<file path="src/rtl/cpu_types_pkg.sv">
// Shared CPU datapath types: register select, data word and the write-sequencer queue entry.
// Also holds the default sequencer depth and a small enqueue-count helper.
package cpu_types_pkg;

    localparam int unsigned REG_W  = 5;
    localparam int unsigned WORD_W = 32;

    typedef logic [REG_W-1:0]  regbits_t;
    typedef logic [WORD_W-1:0] word_t;

    typedef struct packed {
        regbits_t sel;
        word_t    dat;
    } wseq_entry_t;

    localparam int unsigned WSEQ_DEPTH = 4;

    function automatic logic [1:0] wseq_enq_count(input logic first, input logic second);
        return {1'b0, first} + {1'b0, second};
    endfunction

endpackage

</file>
<file path="src/rtl/rf_wseq_fifo.sv">
// Circular buffer for the write sequencer: two ordered writes and one read per cycle.
// Exports the occupancy and the entries in age order (index 0 = oldest).
module rf_wseq_fifo
    import cpu_types_pkg::*;
#(
    parameter int unsigned DEPTH = WSEQ_DEPTH,
    localparam int unsigned PW   = $clog2(DEPTH),
    localparam int unsigned CW   = $clog2(DEPTH + 1)
) (
    input  logic                     CLK,
    input  logic                     nRST,
    input  logic                     wr0_en,
    input  wseq_entry_t              wr0_entry,
    input  logic                     wr1_en,
    input  wseq_entry_t              wr1_entry,
    input  logic                     rd_en,
    output wseq_entry_t              head,
    output logic [CW-1:0]            count,
    output wseq_entry_t [DEPTH-1:0]  entries
);

    logic [PW-1:0]           wr_ptr_q, wr_ptr_d;
    logic [PW-1:0]           rd_ptr_q, rd_ptr_d;
    logic [CW-1:0]           count_q, count_d;
    wseq_entry_t [DEPTH-1:0] mem_q, mem_d;
    logic [1:0]              enq;
    logic [PW-1:0]           wr_ptr_nxt;

    always_comb begin
        enq        = wseq_enq_count(wr0_en, wr1_en);
        wr_ptr_nxt = wr_ptr_q + PW'(1);
        wr_ptr_d   = wr_ptr_q + PW'(enq);
        rd_ptr_d   = rd_ptr_q + PW'(rd_en);
        // Single expression so a simultaneous push and pop never double-counts.
        count_d    = count_q + CW'(enq) - CW'(rd_en);
        mem_d      = mem_q;
        if (wr0_en) begin
            mem_d[wr_ptr_q] = wr0_entry;
        end
        if (wr1_en) begin
            mem_d[wr_ptr_nxt] = wr1_entry;
        end
    end

    always_ff @(posedge CLK or negedge nRST) begin
        if (!nRST) begin
            wr_ptr_q <= '0;
            rd_ptr_q <= '0;
            count_q  <= '0;
            mem_q    <= '0;
        end else begin
            wr_ptr_q <= wr_ptr_d;
            rd_ptr_q <= rd_ptr_d;
            count_q  <= count_d;
            mem_q    <= mem_d;
        end
    end

    always_comb begin
        head  = mem_q[rd_ptr_q];
        count = count_q;
        for (int i = 0; i < int'(DEPTH); i++) begin
            entries[i] = mem_q[rd_ptr_q + PW'(i)];
        end
    end

    assert property (@(posedge CLK) disable iff (!nRST) (wr1_en |-> wr0_en));
    assert property (@(posedge CLK) disable iff (!nRST) (rd_en |-> (count_q != '0)));
    assert property (@(posedge CLK) disable iff (!nRST)
                     (int'(count_q) + int'(enq) - int'(rd_en) <= int'(DEPTH)));

endmodule

</file>
<file path="src/rtl/rf_write_sequencer.sv">
// Register-file write port sequencer: merges producers A and B into one ordered write stream.
// Optional store-to-read forwarding search is enabled by defining RF_WSEQ_FWD_EN.
module rf_write_sequencer
    import cpu_types_pkg::*;
#(
    parameter int unsigned DEPTH = WSEQ_DEPTH
) (
    input  logic                         CLK,
    input  logic                         nRST,
    input  logic                         a_valid,
    output logic                         a_ready,
    input  logic [4:0]                   a_sel,
    input  logic [31:0]                  a_dat,
    input  logic                         b_valid,
    output logic                         b_ready,
    input  logic [4:0]                   b_sel,
    input  logic [31:0]                  b_dat,
    input  logic                         whold,
    output logic                         WEN,
    output logic [4:0]                   wsel,
    output logic [31:0]                  wdat,
    output logic [$clog2(DEPTH+1)-1:0]   pending
`ifdef RF_WSEQ_FWD_EN
    ,
    input  logic [4:0]                   fwd_sel,
    output logic                         fwd_hit,
    output logic [31:0]                  fwd_dat
`endif
);

    localparam int unsigned CW = $clog2(DEPTH + 1);

    logic [CW-1:0]           count;
    logic [CW-1:0]           free;
    wseq_entry_t             head;
    wseq_entry_t [DEPTH-1:0] entries;
    logic                    a_nz, b_nz;
    logic                    a_enq, b_enq;
    logic                    wr0_en, wr1_en;
    wseq_entry_t             wr0_entry, wr1_entry;
    logic                    pop;

    logic                    wen_q;
    logic [4:0]              wsel_q;
    logic [31:0]             wdat_q;

    always_comb begin
        a_nz = a_sel != '0;
        b_nz = b_sel != '0;
        free = CW'(DEPTH) - count;
        // A has priority on the last free slot; B never looks at whether A is ready.
        a_ready = !a_nz || (free >= CW'(1));
        b_ready = !b_nz || (free >= CW'(2)) || ((free == CW'(1)) && !(a_valid && a_nz));
        a_enq   = a_valid && a_ready && a_nz;
        b_enq   = b_valid && b_ready && b_nz;
    end

    always_comb begin
        wr0_en    = a_enq || b_enq;
        wr1_en    = a_enq && b_enq;
        wr0_entry = a_enq ? wseq_entry_t'{sel: a_sel, dat: a_dat}
                          : wseq_entry_t'{sel: b_sel, dat: b_dat};
        wr1_entry = wseq_entry_t'{sel: b_sel, dat: b_dat};
        pop       = (count != '0) && !whold;
    end

    rf_wseq_fifo #(
        .DEPTH (DEPTH)
    ) u_fifo (
        .CLK       (CLK),
        .nRST      (nRST),
        .wr0_en    (wr0_en),
        .wr0_entry (wr0_entry),
        .wr1_en    (wr1_en),
        .wr1_entry (wr1_entry),
        .rd_en     (pop),
        .head      (head),
        .count     (count),
        .entries   (entries)
    );

    always_ff @(posedge CLK or negedge nRST) begin
        if (!nRST) begin
            wen_q  <= 1'b0;
            wsel_q <= '0;
            wdat_q <= '0;
        end else begin
            wen_q <= pop;
            if (pop) begin
                wsel_q <= head.sel;
                wdat_q <= head.dat;
            end
        end
    end

    assign WEN     = wen_q;
    assign wsel    = wsel_q;
    assign wdat    = wdat_q;
    assign pending = count;

`ifdef RF_WSEQ_FWD_EN
    // Output register is older than every queued entry, so it is checked first
    // and any later queue match overrides it.
    always_comb begin
        fwd_hit = 1'b0;
        fwd_dat = '0;
        if (fwd_sel != '0) begin
            if (wen_q && (wsel_q == fwd_sel)) begin
                fwd_hit = 1'b1;
                fwd_dat = wdat_q;
            end
            for (int i = 0; i < int'(DEPTH); i++) begin
                if ((CW'(i) < count) && (entries[i].sel == fwd_sel)) begin
                    fwd_hit = 1'b1;
                    fwd_dat = entries[i].dat;
                end
            end
        end
    end
`else
    logic unused_entries;
    assign unused_entries = ^entries;
`endif

endmodule
</file>
<file path="config.mk">
export PLATFORM = sky130hd
export DESIGN_NAME = rf_write_sequencer
export DESIGN_NICKNAME = d
export VERILOG_FILES = /design/src/rtl/cpu_types_pkg.sv /design/src/rtl/rf_wseq_fifo.sv /design/src/rtl/rf_write_sequencer.sv
export SDC_FILE = /design/constraint.sdc
export NUM_CORES = 1
export LEC_CHECK = 0
export CAP_MARGIN = 20
export CORE_MARGIN = 3
export CORE_UTILIZATION = 40
export CTS_CLUSTER_DIAMETER = 60
export DETAILED_ROUTE_END_ITERATION = 10
export PLACE_DENSITY = 0.69
export RECOVER_POWER = 25
export SETUP_SLACK_MARGIN = 0.3
export SLEW_MARGIN = 40
export SYNTH_ARGS = -nofsm -noshare
export SYNTH_HDL_FRONTEND = slang
export SYNTH_HIERARCHICAL = 1
export SYNTH_SLANG_ARGS = --single-unit
</file>
<file path="constraint.sdc">
create_clock -name CLK -period 6.5 [get_ports CLK]
set_input_delay 1.3 -clock CLK [delete_from_list [all_inputs] [get_ports CLK]]
set_output_delay 1.3 -clock CLK [all_outputs]
set_load 0.03 [all_outputs]
</file>
==> results.toml, run 1 <==
[run_status]
outcome = "finished with violations"
violations = "max-capacitance violations, max-slew violations"

[floorplanning]
die_h_um = 174
initial_core_util_pct = 41.3
dieArea_mm2 = 0.0303
core-area_mm2 = 0.0274
pin_count = 122
fp-row-count = 60
die_w_um = 174

[clocking]
cts_resized = 0
cts_buffers = 17
cts_setup_buffers = 0
clock_latency_ps = 430
tritoncts = "done"
cts_htree_levels = 4
clock-sinks = 193
cts_hold_buf = 0
cts-root-buf = "clkbuf_16"
clockBufferDepth = 2
clkTransAtPathRegs_ps = 70

[detailed_routing]
wl_per_cell_um = 21.3
via_per_inst = 5.96
drc = 0
drt_pass1_iterations = 5
drt_iter0_drc = 740
vias = 8035
antenna_left = 0
wl_um = 28700

[sta]
finClkSkew_ps = 10.8
setup_viol = 0
worstMarginPinSlew_ps = 3000
hold_viol = 0
fin_crit_sh_pct = 67.3
setup_ws_ps = 2130
drv_slew = 53
slew_headroom_pct = -100
min_period_ps = 4370
rsz0062_at_grt = "false"
max_freq_ghz = 0.229
setup_tns_ps = 0

[layout]
regArea_mm2 = 0.00484
multi_input_area_mm2 = 0.00552
drive_gt1_share_pct = 21.4
design_area_mm2 = 0.0129
antennaDiodeCount = 0
nets = 1053
nFillCells = 2424
syn_to_final_growth_pct = 13.9

[global_route]
grt_pass1_vias = 7957
grt_pass1_wl_um = 45900
grt_usage_pct = 18.8
grt_overflow = 0
grt_antenna_before_repair = 0
grt_max_degree = 108

[setup_path]
r2r_slack_ps = 2530
r2r_cells = 15
crit_chain = "clkdlybuf4s50_1 > nor3_1 > nand2_1 > o221a_2 > nand2_1 > clkdlybuf4s50_1"
cp.required_ps = 5200
crit_type = "in2out"
path_depth = 6
r2r-end = "u_fifo/count[2]"
cpPeakStageDelay_ps = 670
path_buf_inv = 2
path_delay_family = "buffers and inverters"
worst-path-max-fanout = 3
cp-start-kind = "primary input"
cp_slowest_cell = "clkdlybuf4s50_1"
worst_setup_path_end_kind = "output pin"
arrival_ps = 3070
r2r_start = "u_fifo/count[0]"

[synthesis]
synth.cell_area_mm2 = 0.0113
yosys_warnings = 6
avgSynthCellArea_um2 = 12.0
syn_nets = 1031
syn-instance-count = 941

[power]
vdd_drop_max_uv = 359
p_leak_nw = 5.16
p_per_area_mw_per_mm2 = 572

[placement]
gp_congestion = 0.733
post-place-ws_ps = 1570
dp_hpwl_um = 17000
placed_area_mm2 = 0.0122
placement.io_buffers = 121

[run]
cap_violations = 1

[min_path]
min_from = "wdat[21]"
holdPathEnd = "wdat[21]"
hp-class = "reg2reg"
hold_depth = 1
==> state kept, by name (all words and copies together) (netlist names) <==
| name | count |
|---|---|
| u_fifo/mem_q | 148 |
| u_fifo/wr_ptr_q | 2 |
| u_fifo/count | 3 |
| wdat | 32 |
| u_fifo/rd_ptr_q | 2 |
| WEN | 1 |
| wsel | 5 |
==> stage by stage <==
stage	hold slack (ps)	power [mW]	utilization (%)	std cells
after CTS	512	7.36	46.8	1345
after detailed placement	495	6.26	44.6	1313
after global routing	516	7.84	47.0	1348
final	505	7.37	47.0	1348
after global placement	490	6.14	44.5	1312
after floorplan	464	5.67	-	941
==> cells in the final DEF (no fill, tap or decap), drive strengths merged, types with 5 or more instances in the layout <==
cell type / count
clkinv: 5
mux2: 74
a2bb2oi: 144
buf: 19
mux2i: 11
o21bai: 144
inv: 12
clkbuf: 22
clkdlybuf4s50: 120
dfrtp: 193
ha: 10
nand2: 8
o21ai: 149
mux4: 37
==> where the power goes <==
group,switching [mW],internal (mW)
clock network,0.483,0.602
logic,1.95,2.06
registers,0.481,1.80
==> how the worst max path moves through the flow <==
stage / end / from / slack (ps)
2_1_floorplan: u_fifo/count[2] / a_sel[3] / 2670
3_3_place_gp: u_fifo/count[2] / a_sel[3] / 1650
3_5_place_dp: u_fifo/count[2] / a_sel[2] / 1570
4_1_cts: u_fifo/count[2] / a_sel[3] / 2040
5_1_grt: u_fifo/wr_ptr_q[0] / nRST / 1880
6_report: b_ready / a_sel[3] / 2130
==> routing by layer <==
metal | global-route usage, % | share of wire (%) | vias up
met4 | 4.69 | 1.3 | 0
li1 | - | - | 3575
met5 | 0 | 0 | -
met2 | 30.3 | 49 | 257
met3 | 2.84 | 4.7 | 21
met1 | 26.6 | 45 | 4182
==> final cells by class <==
cell class | count | area share, %
Multi-Input combinational cell | 601 | 42.9
Inverter | 10 | 0.291
Tap cell | 372 | 3.61
Clock inverter | 11 | 1.00
Sequential cell | 193 | 37.6
Timing Repair Buffer | 140 | 11.0
Clock buffer | 21 | 3.65
==> worst reg2reg max path, delay by kind of cell (launching register included) <==
family	cells	cell delay [ps]
adder cells (fa/ha/maj)	6	1860
buffers and inverters	4	690
flip-flops	1	440
AO/OA/AOI/OAI	1	380
AND/OR/NAND/NOR	3	350
XOR/XNOR	1	140
Power figures use the tool's default switching activity.
==> run 2, diff against run 1 <==
Settings changed: PLACE_DENSITY 0.69 to 0.71.
Clock period 6.5 ns to 3.6 ns, I/O delays scaled along.
==> results.toml, run 2 (synthesis gave the netlist of run 1 again) <==
[run_status]
outcome = "finished with violations"
violations = "max-capacitance violations, max-slew violations"

[floorplanning]
die_h_um = 174
core-area_mm2 = 0.0274
dieArea_mm2 = 0.0303
die_w_um = 174
fp-row-count = 60
pin_count = 122
initial_core_util_pct = 41.3

[power]
clkPwrFrac_pct = 14.3
p_leak_nw = 5.21
p_per_area_mw_per_mm2 = 1030
comb_power_share_pct = 55.4
p_sw_mw = 5.43
vdd_drop_max_uv = 440
p_int_mw = 7.94
switching_share_pct = 40.6
p_seq_share_pct = 30.3
finalPower_mw = 13.4

[min_path]
hp-class = "reg2reg"
min_from = "wdat[17]"

[setup_path]
crit_chain = "inv_1 > ha_1 > ha_1 > nand2b_4 > nor3_2 > nand2_1 > clkdlybuf4s50_1"
arrival_ps = 2350
crit_start = "u_fifo/count[0]"
cpMostUsedCell = "ha_1"
r2r_start = "u_fifo/count[0]"
cp-start-kind = "flip-flop"
crit_type = "reg2out"
path_delay_family = "buffers and inverters"
cp_slowest_cell = "clkdlybuf4s50_1"
cp.required_ps = 2880
cpPeakStageDelay_ps = 590
path_buf_inv = 2
worst-path-max-fanout = 5
worst_setup_path_end_kind = "output pin"

[global_route]
grt_overflow = 0
grt_usage_pct = 19.3
grt_max_degree = 104
grt_pass1_vias = 8245
grt_antenna_before_repair = 0
grt_pass1_wl_um = 46800

[placement]
placement.io_buffers = 121
gp_congestion = 0.768
dp_hpwl_um = 17600
post-place-cells = 1325

[detailed_routing]
drt_pass1_iterations = 4
drt_iter0_drc = 737
drc = 0
vias = 7954
wl_per_cell_um = 21.3
via_per_inst = 5.86
wl_um = 28900
antenna_left = 0

[sta]
min_period_ps = 3070
worstMarginPinSlew_ps = 2670
drv_slew = 45
hold_viol = 0
fin_crit_sh_pct = 85.2
max_freq_ghz = 0.326
slew_headroom_pct = -77.8
setup_viol = 0
rsz0062_at_grt = "false"
finClkSkew_ps = 16.2
setup_tns_ps = 0

[layout]
fin_util_pct = 47.3
layout_commonest_cell = "dfrtp_1"
multi_input_area_mm2 = 0.00554
nFillCells = 2438
largest_reg_flops = 148
regArea_mm2 = 0.00484
drive_gt1_share_pct = 22.8
mostFrequentLayoutCells = "dfrtp_1, o21ai_0, o21bai_1, clkdlybuf4s50_1, a2bb2oi_1"
final_cells = 1358
nets = 1063
antennaDiodeCount = 0
syn_to_final_growth_pct = 14.7
regMostFlops = "u_fifo/mem_q"

[clocking]
clockBufferDepth = 2
clock-sinks = 193
cts_buffers = 17
tritoncts = "done"
clock_latency_ps = 450
cts-root-buf = "clkbuf_16"
cts_hold_buf = 0
cts_htree_levels = 4
clkTransAtPathRegs_ps = 80
cts_setup_buffers = 0

[run]
cap_violations = 1
==> run 2: layer usage <==
| layer | global-route usage [%] | up-vias | part of all wire, % |
|---|---|---|---|
| met4 | 5.16 | 0 | 1.5 |
| met1 | 25.9 | 4082 | 44 |
| met3 | 3.69 | 32 | 5.3 |
| li1 | - | 3606 | - |
| met5 | 0 | - | 0 |
| met2 | 32.0 | 234 | 49 |
==> run 2: metrics by stage <==
step                      setup slack (ps)  hold slack (ps)  area, um^2
after global placement                 301              489       12300
after global routing                   363              532       13000
after floorplan                        335              424       11300
after detailed placement               266              495       12400
final                                  533              506       13000
after CTS                              368              215       13000
==> run 2: worst register-to-register path: stages (launching register included) <==
cell and delay (ps):
dfrtp_2 430, inv_1 80, ha_1 200, ha_1 340, nand2b_4 70, nor2_2 160, o221a_2 230, o21ai_2 70
ha_1 290, inv_1 40, ha_1 260, inv_1 40, ha_1 190, fa_1 430, xnor2_1 140
==> run 2: power groups by stage <==
stage | Sequential, mW | Clock, mW | Combinational, mW
2_1_floorplan | 4.10 | 0 | 6.16
3_3_place_gp | 4.19 | 0 | 7.04
6_report | 4.06 | 1.91 | 7.41
5_1_grt | 4.19 | 2.03 | 8.04
3_5_place_dp | 4.15 | 0 | 7.33
4_1_cts | 4.12 | 1.95 | 7.35
==> run 2: final cells by class <==
type                    instances  share of cell area [%]
multi-input cells             601                    42.7
flip-flops and latches        193                    37.3
repair buffers                150                    11.6
well taps                     372                    3.59
clock buffers                  17                    3.28
clock inverters                15                    1.22
inverters                      10                   0.289
==> run 2: final timing paths <==
| path | endpoint | slack (ps) | cells past startpoint |
|---|---|---|---|
| worst min-delay path | wdat[17] | 510 | 1 |
| max in group asynchronous | u_fifo/mem_q[5] | 980 | 1 |
| worst max-delay path | a_ready | 530 | 7 |
| worst max register to register | u_fifo/count[2] | 540 | 14 |
| worst min register to register | wdat[17] | 510 | 1 |
| min in group asynchronous | u_fifo/mem_q[119] | 1120 | 1 |
==> run 2: timing repair <==
| action | CTS | global route |
|---|---|---|
| pin swaps | 0 | 0 |
| gates resized for setup | 1 | 2 |
| setup endpoints to repair | 1 | 37 |
| hold endpoints to repair | 0 | 0 |
